<file path="src/rtl/sr_ignition_arbiter.sv">
`default_nettype none
// ============================================================================
//  Module   : sr_ignition_arbiter
//  Purpose  : Round-robin arbiter that hands one of four coherence request
//             channels to a shared ignition controller. It follows the
//             controller's phase through one event and latches the phase
//             durations for the consciousness state at grant time.
//  Revision : 1.0  initial release
// ============================================================================
module sr_ignition_arbiter #(
   parameter int WIDTH       = 18,
   parameter int COH_THRESH  = 12288,
   parameter int ARM_TIMEOUT = 16,
   parameter int FAST_SIM    = 1
) (
   input  logic               clk,
   input  logic               rst,
   input  logic               clk_en,
   input  logic [4*WIDTH-1:0] req_coh,
   input  logic [3:0]         req_beta_quiet,
   input  logic [2:0]         state_sel,
   input  logic [2:0]         ign_phase,
   output logic [WIDTH-1:0]   coherence_out,
   output logic               beta_quiet_out,
   output logic [3:0]         grant,
   output logic [15:0]        phase2_dur,
   output logic [15:0]        phase3_dur,
   output logic [15:0]        phase4_dur,
   output logic [15:0]        phase5_dur,
   output logic [15:0]        phase6_dur,
   output logic [15:0]        refractory,
   output logic               busy,
   output logic [15:0]        event_count
);

   localparam logic signed [WIDTH-1:0] c_thresh = WIDTH'(COH_THRESH);
   localparam int                      CW       = (ARM_TIMEOUT > 1) ? $clog2(ARM_TIMEOUT) : 1;
   localparam logic [CW-1:0]           c_arm_last = CW'(ARM_TIMEOUT - 1);
   localparam logic [2:0]              c_ph_base  = 3'd0;
   localparam logic [2:0]              c_ph_refr  = 3'd6;

   typedef enum logic [1:0] {
      ST_IDLE  = 2'd0,
      ST_ARM   = 2'd1,
      ST_HOLD  = 2'd2,
      ST_DRAIN = 2'd3
   } state_t;

   // Duration row {p2, p3, p4, p5, p6, refr}; undefined selectors fall back to NORMAL.
   function automatic logic [95:0] f_row(input logic [2:0] sel);
      logic [95:0] r;
      case (sel)
         3'd1:    r = {16'd12000, 16'd12000, 16'd16000, 16'd48000, 16'd20000, 16'd30000};
         3'd2:    r = {16'd8000,  16'd6000,  16'd8000,  16'd24000, 16'd12000, 16'd20000};
         3'd3:    r = {16'd10000, 16'd8000,  16'd12000, 16'd40000, 16'd16000, 16'd32000};
         3'd4:    r = {16'd20000, 16'd14000, 16'd6000,  16'd16000, 16'd24000, 16'd60000};
         default: r = {16'd14000, 16'd10000, 16'd10000, 16'd36000, 16'd16000, 16'd40000};
      endcase
      if (FAST_SIM != 0) begin
         for (int i = 0; i < 6; i++) begin
            r[i*16 +: 16] = r[i*16 +: 16] / 16'd10;
         end
      end
      return r;
   endfunction

   localparam logic [95:0] c_rst_row = f_row(3'd0);

   state_t                  r_state;
   logic [1:0]              r_rr_ptr;
   logic [1:0]              r_win;
   logic [CW-1:0]           r_arm_cnt;

   logic signed [WIDTH-1:0] w_coh_ch [4];
   logic [3:0]              w_elig;
   logic                    w_any;
   logic [1:0]              w_sel;
   logic [WIDTH-1:0]        w_coh_win;
   logic                    w_bq_win;
   logic [95:0]             w_row;

   generate
      for (genvar g = 0; g < 4; g++) begin : g_ch
         assign w_coh_ch[g] = req_coh[g*WIDTH +: WIDTH];
         assign w_elig[g]   = req_beta_quiet[g] && (w_coh_ch[g] >= c_thresh);
      end
   endgenerate

   assign w_coh_win = w_coh_ch[r_win];
   assign w_bq_win  = req_beta_quiet[r_win];
   assign w_row     = f_row(state_sel);

   // Pick the first eligible channel at or above the round-robin pointer (wrapping).
   always_comb begin
      w_any = 1'b0;
      w_sel = r_rr_ptr;
      for (int k = 3; k >= 0; k--) begin
         if (w_elig[r_rr_ptr + 2'(k)]) begin
            w_any = 1'b1;
            w_sel = r_rr_ptr + 2'(k);
         end
      end
   end

   // Arbitration FSM with all outputs registered; advances only on clk_en ticks.
   always_ff @(posedge clk or posedge rst) begin
      if (rst) begin
         r_state        <= ST_IDLE;
         r_rr_ptr       <= 2'd0;
         r_win          <= 2'd0;
         r_arm_cnt      <= '0;
         grant          <= 4'd0;
         coherence_out  <= '0;
         beta_quiet_out <= 1'b0;
         busy           <= 1'b0;
         event_count    <= 16'd0;
         {phase2_dur, phase3_dur, phase4_dur, phase5_dur, phase6_dur, refractory} <= c_rst_row;
      end else if (clk_en) begin
         case (r_state)
            ST_IDLE: begin
               grant          <= 4'd0;
               coherence_out  <= '0;
               beta_quiet_out <= 1'b0;
               busy           <= 1'b0;
               if (w_any) begin
                  r_state        <= ST_ARM;
                  r_win          <= w_sel;
                  r_arm_cnt      <= '0;
                  grant          <= 4'b0001 << w_sel;
                  busy           <= 1'b1;
                  coherence_out  <= w_coh_ch[w_sel];
                  beta_quiet_out <= req_beta_quiet[w_sel];
                  {phase2_dur, phase3_dur, phase4_dur, phase5_dur, phase6_dur, refractory} <= w_row;
               end
            end
            ST_ARM: begin
               coherence_out  <= w_coh_win;
               beta_quiet_out <= w_bq_win;
               if (ign_phase != c_ph_base) begin
                  r_state <= ST_HOLD;
               end else if (r_arm_cnt == c_arm_last) begin
                  // Controller never started: give up and move the pointer past this winner.
                  r_state        <= ST_IDLE;
                  r_rr_ptr       <= r_win + 2'd1;
                  grant          <= 4'd0;
                  busy           <= 1'b0;
                  coherence_out  <= '0;
                  beta_quiet_out <= 1'b0;
               end else begin
                  r_arm_cnt <= r_arm_cnt + 1'b1;
               end
            end
            ST_HOLD: begin
               coherence_out  <= w_coh_win;
               beta_quiet_out <= w_bq_win;
               if (ign_phase == c_ph_refr) begin
                  r_state        <= ST_DRAIN;
                  coherence_out  <= '0;
                  beta_quiet_out <= 1'b0;
               end else if (ign_phase == c_ph_base) begin
                  // Controller aborted mid-event: release without counting.
                  r_state        <= ST_IDLE;
                  grant          <= 4'd0;
                  busy           <= 1'b0;
                  coherence_out  <= '0;
                  beta_quiet_out <= 1'b0;
               end
            end
            default: begin
               coherence_out  <= '0;
               beta_quiet_out <= 1'b0;
               if (ign_phase == c_ph_base) begin
                  r_state  <= ST_IDLE;
                  r_rr_ptr <= r_win + 2'd1;
                  grant    <= 4'd0;
                  busy     <= 1'b0;
                  if (event_count != 16'hFFFF) begin
                     event_count <= event_count + 16'd1;
                  end
               end
            end
         endcase
      end
   end

endmodule
`default_nettype wire

</file>
<file path="config.mk">
export PLATFORM = sky130hd
export DESIGN_NAME = sr_ignition_arbiter
export DESIGN_NICKNAME = d
export VERILOG_FILES = /design/src/rtl/sr_ignition_arbiter.sv
export SDC_FILE = /design/constraint.sdc
export NUM_CORES = 1
export LEC_CHECK = 0
export BUFFER_PORTS_ARGS = -buffer_cell sky130_fd_sc_hd__buf_2
export CORE_ASPECT_RATIO = 0.7
export CORE_MARGIN = 2
export CORE_UTILIZATION = 30
export CTS_BUF_LIST = sky130_fd_sc_hd__clkbuf_8 sky130_fd_sc_hd__clkbuf_16
export CTS_CLUSTER_DIAMETER = 30
export DETAILED_ROUTE_END_ITERATION = 12
export GPL_TIMING_DRIVEN = 0
export HOLD_SLACK_MARGIN = 0.15
export PLACE_DENSITY_LB_ADDON = 0.1
export RECOVER_POWER = 25
export SYNTH_ARGS = -nofsm -noshare
export SYNTH_HDL_FRONTEND = slang
export SYNTH_SLANG_ARGS = --single-unit
</file>
<file path="constraint.sdc">
create_clock -name clk -period 8.85 [get_ports clk]
set_input_delay 1.77 -clock clk [delete_from_list [all_inputs] [get_ports clk]]
set_output_delay 1.77 -clock clk [all_outputs]
set_load 0.01 [all_outputs]
</file>
==> results_dict.tcl <==
set metrics [dict create \
    status "finished with violations" \
    violations "capacitance limit, slew limit" \
    synthesis.area_mm2 0.00983 \
    crit_type "input port to register" \
    portBuffers 194 \
    die_area_mm2 0.0342 \
    crit_slowest_cell "a222oi_1" \
    drc_errors 0 \
    insertion_delay_ns 0.45 \
    r2r_start "r_state[1]" \
    vias_per_cell 5.43 \
    synth_top_area_cell "dfrtp_1" \
    synthToLayoutAreaGrowth_pct 22.0 \
    synth_top_area_frac 0.229 \
    overflow 0 \
    die_w_um 220 \
    slew_headroom -2.00 \
    fin_crit_sh 0.930 \
    r2r_cells 5 \
    slew_viol_final 123 \
    r2r-end "phase5_dur[2]" \
    synth_area_leaders "dfrtp_1, mux4_2, dfstp_2" \
    die_y_um 155 \
    crit_fanout 10 \
    worst_hold_path.num_cells 2 \
    crit_top_cell "ha_1" \
    hpwl_um 28100 \
    ys.flop_type "dfrtp_1" \
    fin_crit_ns 8.23 \
    ys_ff_latch 120 \
    tritoncts "done" \
    end_kind "register" \
    cts.repair.resized 0 \
    htree_num_levels 4 \
    synth_edf_count 0 \
    max_freq_ghz 0.121 \
    synth_cell_types 101 \
    ys_seq_area_frac 0.309 \
    clock_sinks 120 \
    hold_path.startpoint "refractory[6]" \
    routabilityCongestion 0.945 \
    routed_wl_um 36000 \
    cts-root-buf "clkbuf_16" \
    worst_ir_drop_vdd_uv 129 \
    setup_violations 0 \
    syn_avg_cell_area_um2 8.80 \
    grt_usage 0.211 \
    worstPathArrival_ns 8.54 \
    rows 55 \
    fill_cells 3386 \
    hold_path.class "register to register" \
    tightest_slew_ns 4.49 \
    cp.required_ns 9.15 \
    power.leakage_uw 0.00532 \
    grt_max_degree 82 \
    rsz0062_at_grt "false" \
    p_per_area_mw_per_mm2 239 \
    drt_iter0_markers 854 \
    rrSetupSlack_ns 5.91 \
    detail-route-antenna-nets 0 \
    start_util 0.304 \
    max_cap_violations 2 \
    synth_cells 1117 \
    post_cts_buffers 0 \
    cts_hold_buf 0 \
    ios 221 \
    hold_path_end "refractory[6]" \
    num_antenna_cells 0 \
    startpoint_type "input port" \
    first_global_vias 9227 \
    dr_total_vias 9744 \
    fin_ws_ns 0.617 \
    antenna_found_initial 0 \
    setup_tns_ns 0 \
    async_flop_share 1.00 \
    grt_pass1_wl_um 55300 \
    yosysWarnings 0 \
    dp_slack_ns -0.141 \
    core_mm2 0.0323 \
    max_stage_delay_ns 0.44 \
    finClkSkew_ns 0.0120 \
    clockBufferDepth 2 \
    wire_per_inst_um 20.1 \
    final_util 0.371 \
    hold_viol 0 \
    nNetsFinal 1474 \
    cts_made_buffers 17 \
    firstDrtPassIters 8 \
    path_clk_slew_ns 0.06 \
    drive_gt1_frac 0.293 \
]
layer usage:
layer	share of wire	global-route usage	vias up
met1	0.51	0.327	4777
met4	0.018	0.0630	0
met3	0.058	0.0370	46
met5	0	0	-
met2	0.42	0.295	326
li1	-	-	4595
state kept, by name, summed over array words and instances (netlist names), 4 cells and up:
| signal | flops |
|---|---|
| refractory | 13 |
| phase3_dur | 10 |
| event_count | 16 |
| phase6_dur | 12 |
| grant | 4 |
| phase5_dur | 12 |
| phase4_dur | 11 |
| r_arm_cnt | 4 |
| coherence_out | 18 |
| phase2_dur | 12 |
logic make-up (layout without fill, tap and decap cells):
kind of cell    after synthesis  after routing  synth area share
compound gates              349            349             0.250
xor+xnor                     30             30            0.0267
fa+ha+maj                    35             35            0.0446
buf+inv                     145            372            0.0731
flops                       120            120             0.309
mux                          52             52             0.100
other cells                   1             24          0.000382
simple gates                385            385             0.195
metrics by stage:
stage	area (um2)	hold slack, ns	power, uW	std cells
after floorplan	9910	0.465	1760	1140
after global placement	11400	0.454	2200	1761
after detailed placement	11400	0.455	2200	1762
after CTS	12000	0.469	2890	1794
after global routing	12000	0.493	3080	1794
final	12000	0.462	2870	1794
worst max-delay path: cells and delay by family:
family                   cells  cell delay, ns
AND/OR/NAND/NOR             11            1.70
adder cells (fa/ha/maj)      5            1.56
AO/OA/AOI/OAI                8            1.52
multiplexers                 3            1.07
buffers and inverters        5            0.73
XOR/XNOR                     1            0.16
placed cells by master, fill, tap and decap left out, drive strengths merged, types with 30 or more instances in the layout:
cell and count:
inv 50, a21oi 75, buf 249, dfstp 30, nor3 33, nand2 108, dfrtp 90, ha 35
mux4 36, clkbuf 62, nor2 114, o21ai 75
worst max path at each step:
stage	startpoint	to	slack [ns]	cells past startpoint
4_1_cts	state_sel[0]	phase4_dur[0]	0.27	33
3_5_place_dp	state_sel[0]	phase4_dur[0]	-0.14	33
2_1_floorplan	state_sel[1]	phase4_dur[0]	1.49	29
6_report	state_sel[0]	phase4_dur[0]	0.62	33
3_3_place_gp	state_sel[0]	phase4_dur[0]	-0.16	33
5_1_grt	state_sel[0]	phase4_dur[0]	0.09	33
Yosys cell counts, drive strengths merged (17+ instances only):
| cell | n |
|---|---|
| nor2 | 114 |
| nand2 | 108 |
| dfrtp | 90 |
| a21oi | 75 |
| o21ai | 75 |
| buf | 56 |
| inv | 45 |
| clkbuf | 42 |
| mux4 | 36 |
| ha | 35 |
| nor3 | 33 |
| dfstp | 30 |
| a31oi | 25 |
| nand3 | 23 |
| a22oi | 22 |
| o2bb2ai | 20 |
| nor2b | 17 |
| xnor2 | 17 |
power by group:
| group | switching (uW) | internal (uW) |
|---|---|---|
| Clock | 304 | 371 |
| Combinational | 737 | 573 |
| Sequential | 118 | 762 |
final cells by class:
type                    instances  area, um2  area share
plain buffers                  98        542      0.0452
clock buffers                  18        439      0.0367
clock inverters                14        115     0.00961
inverters                      47        178      0.0148
multi-input cells             875       6160       0.514
flip-flops and latches        120       3040       0.254
well taps                     427        534      0.0446
repair buffers                195        973      0.0812
Power figures use the tool's default switching activity.
